### src/rtl/ifns_arb_pkg.sv
`default_nettype none
// ============================================================================
// Module      : ifns_arb_pkg
// Description : Shared widths, codeword type and the Fibonacci weight helper
//               for the IFNS encode arbiter and its encoder core.
// Revision    : 1.0 - initial release
// ============================================================================
package ifns_arb_pkg;

    localparam int IFNS_DATA_W = 20;
    localparam int IFNS_CODE_W = 29;
    localparam int CNT_W       = 16;

    // Codeword is numbered [29:1]; bit 29 is transmitted first.
    typedef logic [IFNS_CODE_W:1] ifns_code_t;

    // Weight of codeword bit k: 1, 2, 3, 5, 8, ... (Fibonacci, no repeated 1).
    // 29 such weights cover every 20-bit value with no two adjacent ones set.
    function automatic int unsigned ifns_weight(input int k);
        int unsigned a;
        int unsigned b;
        int unsigned t;
        a = 1;
        b = 2;
        if (k <= 1) begin
            return 1;
        end
        for (int i = 2; i < k; i++) begin
            t = a + b;
            a = b;
            b = t;
        end
        return b;
    endfunction

endpackage
`default_nettype wire

### src/rtl/encoderIFNS_20di_core.sv
`default_nettype none
// ============================================================================
// Module      : encoderIFNS_20di_core
// Description : Purely combinational 20-bit to 29-bit IFNS encoder. Greedy
//               Fibonacci decomposition from the heaviest weight down, which
//               yields a codeword with no two adjacent ones.
// Revision    : 1.0 - output register moved out to the arbiter
// ============================================================================
module encoderIFNS_20di_core
    import ifns_arb_pkg::*;
(
    input  logic [IFNS_DATA_W-1:0] data_in,
    output ifns_code_t             code_out
);

    // Remainder still to be represented when stage k is evaluated.
    logic [IFNS_DATA_W-1:0] w_rem [1:IFNS_CODE_W];

    assign w_rem[IFNS_CODE_W] = data_in;

    for (genvar k = IFNS_CODE_W; k >= 1; k--) begin : g_stage
        localparam logic [IFNS_DATA_W-1:0] c_weight = IFNS_DATA_W'(ifns_weight(k));

        assign code_out[k] = (w_rem[k] >= c_weight);

        if (k > 1) begin : g_carry
            assign w_rem[k-1] = code_out[k] ? (w_rem[k] - c_weight) : w_rem[k];
        end
    end

endmodule
`default_nettype wire

### src/rtl/ifns_rr_arbiter.sv
`default_nettype none
// ============================================================================
// Module      : ifns_rr_arbiter
// Description : Combinational round-robin grant. Picks the first valid
//               requester at or above rr_ptr, wrapping modulo NUM_REQ.
// Revision    : 1.0 - initial release
// ============================================================================
module ifns_rr_arbiter #(
    parameter int NUM_REQ = 4,
    parameter int ID_W    = $clog2(NUM_REQ)
) (
    input  logic [NUM_REQ-1:0] req_valid,
    input  logic [ID_W-1:0]    rr_ptr,
    output logic [NUM_REQ-1:0] grant,
    output logic [ID_W-1:0]    grant_idx,
    output logic               grant_any
);

    int              w_sum;
    logic [ID_W-1:0] w_idx;

    // Walk the requesters in priority order starting at the pointer.
    always_comb begin
        grant     = '0;
        grant_idx = '0;
        grant_any = 1'b0;
        w_sum     = 0;
        w_idx     = '0;
        for (int k = 0; k < NUM_REQ; k++) begin
            w_sum = int'(rr_ptr) + k;
            if (w_sum >= NUM_REQ) begin
                w_sum = w_sum - NUM_REQ;
            end
            w_idx = ID_W'(w_sum);
            if (!grant_any && req_valid[w_idx]) begin
                grant[w_idx] = 1'b1;
                grant_idx    = w_idx;
                grant_any    = 1'b1;
            end
        end
    end

endmodule
`default_nettype wire

### src/rtl/ifns_encode_arbiter.sv
`default_nettype none
// ============================================================================
// Module      : ifns_encode_arbiter
// Description : Round-robin scheduler sharing one IFNS encoder core among
//               NUM_REQ requesters. Registers codeword, requester ID and an
//               issue counter; holds the last codeword on the bus when idle.
// Revision    : 1.0 - initial release
// ============================================================================
module ifns_encode_arbiter
    import ifns_arb_pkg::*;
#(
    parameter int NUM_REQ = 4,
    parameter int ID_W    = $clog2(NUM_REQ)
) (
    input  logic                           clock,
    input  logic                           rst,
    input  logic [NUM_REQ-1:0]             req_valid,
    output logic [NUM_REQ-1:0]             req_ready,
    input  logic [NUM_REQ*IFNS_DATA_W-1:0] req_data,
    output logic                           out_valid,
    input  logic                           out_ready,
    output logic [IFNS_CODE_W:1]           codeout,
    output logic [ID_W-1:0]                out_id,
    output logic [CNT_W-1:0]               enc_count
);

    ifns_code_t             r_codeout;
    logic [ID_W-1:0]        r_out_id;
    logic                   r_out_valid;
    logic [CNT_W-1:0]       r_enc_count;
    logic [ID_W-1:0]        r_rr_ptr;

    logic                   w_load;
    logic [NUM_REQ-1:0]     w_grant;
    logic [ID_W-1:0]        w_grant_idx;
    logic                   w_grant_any;
    logic [IFNS_DATA_W-1:0] w_sel_data;
    ifns_code_t             w_code;
    logic [ID_W-1:0]        w_next_ptr;

    // Output register is free when empty or being drained this cycle.
    assign w_load = ~r_out_valid | out_ready;

    ifns_rr_arbiter #(
        .NUM_REQ (NUM_REQ),
        .ID_W    (ID_W)
    ) u_arb (
        .req_valid (req_valid),
        .rr_ptr    (r_rr_ptr),
        .grant     (w_grant),
        .grant_idx (w_grant_idx),
        .grant_any (w_grant_any)
    );

    // Nobody is accepted while reset is held, even though the register is empty.
    assign req_ready = (w_load && !rst) ? w_grant : '0;

    // Route the granted requester's word into the shared encoder.
    always_comb begin
        w_sel_data = '0;
        for (int i = 0; i < NUM_REQ; i++) begin
            if (w_grant_idx == ID_W'(i)) begin
                w_sel_data = req_data[i*IFNS_DATA_W +: IFNS_DATA_W];
            end
        end
    end

    encoderIFNS_20di_core u_core (
        .data_in  (w_sel_data),
        .code_out (w_code)
    );

    assign w_next_ptr = (w_grant_idx == ID_W'(NUM_REQ - 1)) ? '0 : (w_grant_idx + 1'b1);

    // Capture a new codeword on transfer; on an idle load only drop valid so the bus holds.
    always_ff @(posedge clock or posedge rst) begin
        if (rst) begin
            r_codeout   <= '0;
            r_out_id    <= '0;
            r_out_valid <= 1'b0;
            r_enc_count <= '0;
            r_rr_ptr    <= '0;
        end else if (w_load) begin
            if (w_grant_any) begin
                r_codeout   <= w_code;
                r_out_id    <= w_grant_idx;
                r_out_valid <= 1'b1;
                r_rr_ptr    <= w_next_ptr;
                r_enc_count <= r_enc_count + 1'b1;
            end else begin
                r_out_valid <= 1'b0;
            end
        end
    end

    assign codeout   = r_codeout;
    assign out_id    = r_out_id;
    assign out_valid = r_out_valid;
    assign enc_count = r_enc_count;

endmodule
`default_nettype wire

### config.mk
export PLATFORM = sky130hd
export DESIGN_NAME = ifns_encode_arbiter
export DESIGN_NICKNAME = d
export VERILOG_FILES = /design/src/rtl/ifns_arb_pkg.sv /design/src/rtl/encoderIFNS_20di_core.sv /design/src/rtl/ifns_rr_arbiter.sv /design/src/rtl/ifns_encode_arbiter.sv
export SDC_FILE = /design/constraint.sdc
export NUM_CORES = 1
export LEC_CHECK = 0
export ABC_AREA = 1
export CAP_MARGIN = 20
export CORE_ASPECT_RATIO = 1.25
export CORE_MARGIN = 4
export CORE_UTILIZATION = 25
export DETAILED_ROUTE_END_ITERATION = 12
export GPL_TIMING_DRIVEN = 0
export HOLD_SLACK_MARGIN = 0.05
export PLACE_DENSITY_LB_ADDON = 0.12
export SYNTH_ARGS = -nofsm -noshare
export SYNTH_HDL_FRONTEND = slang
export SYNTH_HIERARCHICAL = 1
export SYNTH_SLANG_ARGS = --single-unit
### constraint.sdc
create_clock -name clock -period 44.5 [get_ports clock]
set_clock_uncertainty 0.1 [all_clocks]
set_input_delay 4.45 -clock clock [delete_from_list [all_inputs] [get_ports clock]]
set_output_delay 4.45 -clock clock [all_outputs]
set_load 0.01 [all_outputs]
==> results.txt, run 1 <==
----------------------------------------------------
[Outcome]
  Status ... completed

[Worst setup path]
  Flop2flop setup slack ... roughly 7000 ps
  Worst setup path endpoint ... codeout[1]
  Data required, critical path ... 44660 ps
  Crit Reg-Reg Startpoint ... r_rr_ptr[0]
  Critical Path Source ... req_valid[0]
  Dominant cell type by count on the critical path ... nand2_1
  Category of the worst setup path capture point ... flop
  Largest incremental delay on the critical path ... ~500 ps
  Cell depth of the worst flop-to-flop path ... approximately 270
  Reg2reg end ... codeout[1]
  Critical setup path kind ... in -> reg
  Signal arrival time at the worst endpoint ... ~41000 ps
  Maximum fanout encountered on the critical timing path ... 10
  Kind of launch point of the worst setup path ... input port
  Slowest cell on the critical path ... o21ai_1

[GRT]
  Maximum number of pins on one net before global-route repair ... 44
  Global route total overflow ... 0
  Number of antenna violations at the first check in global routing ... 2
  Number of global-route vias before repair ... about 29000
  First-pass GRT wire length ... ~160000 um
  Tot GR Track Use ... between 10% and 20%

[STA]
  Setup repair after global routing missed its margin ... no
  Worst hold slack ... 391 ps
  Max Freq ... between 0.02 and 0.025 GHz
  Final setup viols ... 0
  Slew at the pin with the worst max-slew slack ... 805 ps
  Final critical-path required period ... between 40000 and 50000 ps
  Worst slew margin relative to its limit ... around 46%
  Final critical-path share of the clock period ... between 90% and 100%
  Endpoints failing hold ... 0
  Max-slew violations ... 0

[CTS]
  Clock buffers created by TritonCTS ... 5
  CTS root buffer ... clkbuf_16
  Number of buffers inserted by hold repair at cts ... 0
  TritonCTS clock tree ... yes
  H-tree depth ... 2
  Clock net sink count ... 50
  Largest buffer count on any clock path ... 2
  Clock slew at the register clock pins of the worst setup and hold paths ... about 110 ps
  Clock latency of the later-clocked register in the worst-skew pair ... 380 ps

[Synthesis]
  Primary FF master, synth ... dfrtp_1
  Top-area cell type share of the netlist area ... about 17%
  Avg Synthesized Cell Area ... a little over 6 um2
  Net count after synthesis ... 4929
  Post-synth EDFFs ... 0
  Largest cells by area after synthesis ... nand2_1 17%, nand2_4 10%, nand2_2 9.4%
  Count of cell types in the netlist ... just over 80
  Post-Synthesis Cells ... 4787
  Post-synthesis cell type with the largest combined area ... nand2_1
  Synthesis-stage register bit count ... 50
  Post-synthesis cell area ... around 30000 um2
  Cell types with the highest counts after synthesis ... 1339 x nand2_1, 472 x inv_1, 452 x nand3_1, 443 x nand2_2, 358 x nor2_1
  Sequential element share of the synthesized area ... about 4.2%
  Yosys warns ... 6
  Share of flip-flops with an asynchronous set or reset after synthesis ... 100%
  Most used standard cell by instance count after synthesis ... nand2_1

[Route]
  Final Routed Wirelength ... ~100000 um
  Detailed-router iteration count before antenna repair ... 5
  Vias/cell ... 4.49
  Number of antenna-violating nets in the routed design ... 0
  DR DRC count ... 0
  Total via count in the routed design ... between 20000 and 30000
  Mean routed wirelength per cell ... about 16 um
  DRC marker count from the first detailed-route iteration ... between 1000 and 1500

[Final layout]
  Filler cells ... 13400
  Final instance count without filler cells ... 6515
  Area grow syn2layout ... 13.3%
  Proportion of layout cells with a drive suffix above 1 ... 30.9%
  Layout Nets ... 5092
  Post-layout util ... ~29%

[Die]
  Die ar. ... 124000 um2
  Core Footprint ... 117000 um2
  Die height ... just under 400 um
  Effective utilization at floorplan ... approximately a quarter
  Num rows ... 140
  Number of primary I/O pins ... ~140
  Floorplan die width ... 316 um

[Place]
  Post-DP HPWL ... roughly 90000 um
  Last weighted congestion value of the routability-driven placer ... about 0.88
  Cell total after placement ... approximately 6500
  Port buffer count ... around 140

[Job]
  Number of maximum-capacitance violations ... 0

[Min path]
  Min-delay worst type ... reg -> reg

----------------------------------------------------
-- repair_timing --
item / 4_1_cts / 5_1_grt
pin swaps: 0 / 8
resized for setup: 1 / 59
setup buffers: 0 / 17
setup endpoints to repair: 1 / 3
-- layout by cell type, fill, tap and decap left out, types with 9 or more instances in the layout --
cell type	synthesis	layout
nand3_4	40	43
buf_6	30	30
xnor2_1	24	24
nor2_1	358	354
nor2_8	10	10
buf_8	21	20
nor2_2	128	131
o21ai_1	29	28
nand2_1	1339	1338
a21oi_1	91	82
nor2_4	77	78
xor2_1	109	107
a21oi_2	16	22
ha_1	55	53
nand2_4	269	269
dfrtp_1	50	50
buf_4	8	25
nand4_1	142	142
inv_4	13	14
inv_1	472	469
o21ai_2	23	22
xor2_2	11	9
o21ai_0	51	50
clkinv_2	9	9
nand2_8	24	24
clkinv_1	15	15
nand3b_1	35	35
nand4_2	13	12
nand3_2	129	129
nand2_2	443	444
inv_2	116	118
nand3_1	452	449
nor3_1	30	29
clkdlybuf4s50_1	0	134
buf_12	21	22
-- registers in the layout (all words and copies together), names as in the netlist --
name / cells
codeout: 29
out_valid: 1
out_id: 2
enc_count: 16
r_rr_ptr: 2
-- metal layers --
layer | GRT usage, % | wire length [um]
met1 | 19.8 | 45300
met2 | 29.9 | 51200
met3 | 0.833 | 2960
met4 | 4.42 | 2460
met5 | 0 | 0
-- through the flow --
step | worst slack (ps) | TNS, ps | cell area (um2)
after floorplan | 8960 | 0 | 29600
final | 3760 | 0 | 33500
after global routing | 286 | 0 | 33500
after detailed placement | -277 | -277 | 32900
after CTS | 236 | 0 | 33100
after global placement | -433 | -433 | 32900
-- cells by family (layout without fill, tap and decap cells) --
logic type               Yosys count  after routing  share of synthesized area, %
adder cells (fa/ha/maj)           55             55                          2.33
AND/OR/NAND/NOR                 3516           3516                          69.5
buffers and inverters            748            912                          13.3
flip-flops                        50             50                          4.23
AO/OA/AOI/OAI                    273            273                          6.03
XOR/XNOR                         145            145                          4.64
other                              0              2                             0
-- how the worst min path moves through the flow --
stage,from,end,slack [ps],cells after the start
after detailed placement,codeout[13],codeout[13],370,2
final,codeout[24],codeout[24],390,2
after global placement,codeout[14],codeout[14],360,2
after CTS,codeout[13],codeout[13],400,2
after global routing,codeout[1],codeout[1],410,2
after floorplan,codeout[18],codeout[18],410,2
-- critical path, delay by kind of cell --
family	cells	cell delay, ps
and+or+nand+nor	175	20400
adders and majority gates	16	3610
buffers and inverters	50	7780
AOI/OAI and AO/OA	18	3550
xor gates and xnor gates	4	810
-- final cells by class --
| class | count | area (um2) | area share, % |
|---|---|---|---|
| clock buffer | 6 | 139 | 0.414 |
| multi-input combinational | 3989 | 24600 | 73.5 |
| antenna | 2 | 5.00 | 0.0149 |
| inverter | 646 | 2680 | 8.00 |
| timing repair buffer | 156 | 1550 | 4.62 |
| tap | 1562 | 1950 | 5.83 |
| sequential | 50 | 1250 | 3.73 |
| clock inverter | 2 | 38.8 | 0.116 |
| buffer | 102 | 1260 | 3.78 |
Power of run 1 is left out: the tool's default activity adds up to more than one toggle a clock period on the data nets, which glitch-free logic cannot reach.
==> run 2, diff against run 1 <==
RECOVER_POWER = 25   (was default)
==> results.txt, run 2 (same netlist as run 1, synthesis figures left out) <==
----------------------------------------------------
[Final layout]
  Proportion of layout cells with a drive suffix above 1 ... 30.9%
  Layout Nets ... ~5100
  Area grow syn2layout ... 13.2%
  Filler cells ... between 10000 and 15000
  Most common cell after layout, fill and taps aside ... nand2_1
  Flip-flop count of the largest register after layout ... 29
  Commonest cells after routing, fill and taps aside ... 1338 x nand2_1, 469 x inv_1, 449 x nand3_1

[STA]
  Slew at the pin with the worst max-slew slack ... approximately 3500 ps
  Max-slew violations ... 44
  Max Freq ... 0.0245 GHz
  Setup repair after global routing missed its margin ... no
  Final critical-path share of the clock period ... around nine tenths
  Final critical-path required period ... ~41000 ps
  Final setup viols ... 0
  Endpoints failing hold ... 0
  Worst slew margin relative to its limit ... -136%
  Final TNS setup ... 0 ps

[Worst setup path]
  Critical setup path kind ... in -> reg
  Kind of launch point of the worst setup path ... input port
  Dominant cell type by count on the critical path ... nand2_1
  Maximum fanout encountered on the critical timing path ... 11
  Critical Path Source ... req_valid[0]
  Reg2reg end ... codeout[1]
  Category of the worst setup path capture point ... flop
  Crit Reg-Reg Startpoint ... r_rr_ptr[0]
  Flop2flop setup slack ... approximately 7000 ps
  Largest incremental delay on the critical path ... just over 500 ps
  Worst setup path endpoint ... codeout[1]
  Data required, critical path ... 44660 ps
  Signal arrival time at the worst endpoint ... 40910 ps
  Cell depth of the worst flop-to-flop path ... between 200 and 300
  Slowest cell on the critical path ... o21ai_1

[CTS]
  Clock net sink count ... 50
  Largest buffer count on any clock path ... 2
  Clock slew at the register clock pins of the worst setup and hold paths ... roughly 110 ps
  H-tree depth ... 2
  Clock buffers created by TritonCTS ... 5
  CTS root buffer ... clkbuf_16
  Number of buffers inserted by hold repair at cts ... 0
  TritonCTS clock tree ... yes
  Clock latency of the later-clocked register in the worst-skew pair ... 370 ps

[Die]
  Effective utilization at floorplan ... ~25%
  Die ar. ... roughly 120000 um2
  Die height ... 393 um
  Num rows ... 140
  Number of primary I/O pins ... approximately 140
  Floorplan die width ... 316 um
  Core Footprint ... about 120000 um2

[GRT]
  Number of global-route vias before repair ... between 20000 and 30000
  Tot GR Track Use ... 16.0%
  First-pass GRT wire length ... roughly 160000 um
  Number of antenna violations at the first check in global routing ... 2
  Maximum number of pins on one net before global-route repair ... 44
  Global route total overflow ... 0

[Route]
  Total via count in the routed design ... 29300
  Vias/cell ... 4.50
  DRC marker count from the first detailed-route iteration ... around 1500
  Mean routed wirelength per cell ... between 15 and 20 um
  Number of antenna-violating nets in the routed design ... 0
  Detailed-router iteration count before antenna repair ... 5
  Final Routed Wirelength ... ~100000 um
  DR DRC count ... 0

[Place]
  Port buffer count ... about 140
  Last weighted congestion value of the routability-driven placer ... a little under 0.9
  Post-DP HPWL ... slightly below 90000 um

[Outcome]
  Violations in the final reports ... max-capacitance violations, max-slew violations
  Status ... finished with violations

[Min path]
  Min-delay worst type ... reg -> reg

[Job]
  Number of maximum-capacitance violations ... 1

----------------------------------------------------
run 2: changes by cell type in the layout (fill, tap and decap cells not counted):
cell             delta
dlygate4sd3_1       +1
clkbuf_1            +1
inv_4               -1
clkinvlp_2          +1
diode_2             -1
clkdlybuf4s50_1     -1
buf_16              -1
run 2: worst min-delay path by stage:
stage | from | endpoint | slack, ps | depth (start not counted)
finish | codeout[24] | codeout[24] | 390 | 2
global placement | codeout[14] | codeout[14] | 360 | 2
global route | codeout[1] | codeout[1] | 410 | 2
detailed placement | codeout[13] | codeout[13] | 370 | 2
floorplan | codeout[18] | codeout[18] | 410 | 2
CTS | codeout[13] | codeout[13] | 400 | 2
run 2: layout make-up:
cell class	instances	area [um2]	area share [%]
buffer	102	1260	3.78
clock inverter	2	38.8	0.116
multi-input combinational	3989	24600	73.6
inverter	646	2680	8.00
tap	1562	1950	5.84
sequential	50	1250	3.74
antenna	1	2.50	0.00747
clock buffer	6	139	0.415
timing repair buffer	156	1520	4.55
run 2: critical path: cells and delay by family:
kind                       cells  cell delay (ps)
buffers and inverters         50             7880
AOI/OAI and AO/OA             17             3360
xor gates and xnor gates       4              810
adders and majority gates     16             3690
and+or+nand+nor              173            20440
run 2: what timing repair did:
item / 4_1_cts / 5_1_grt
setup endpoints to repair: 1 / 3
setup buffers: 0 / 17
pin swaps: 0 / 8
gates resized for setup: 1 / 59
run 2: per-stage QoR:
step                      cells  worst slack [ps]  hold slack (ps)  instance area [um2]  utilization (%)
after floorplan            4787              8960              413                29600                -
after global placement     6487              -433              363                32900             28.1
after detailed placement   6488              -277              367                32900             28.2
after CTS                  6496               236              397                33100             28.3
after global routing       6513               286              411                33500             28.6
final                      6514              3750              391                33500             28.6
run 2: per-layer routing:
| metal | track usage [%] | part of all wire [%] |
|---|---|---|
| met5 | 0 | 0 |
| met3 | 0.833 | 2.6 |
| met2 | 29.9 | 50 |
| met4 | 4.42 | 2.4 |
| met1 | 19.8 | 45 |
Power of run 2 is left out for the same reason.
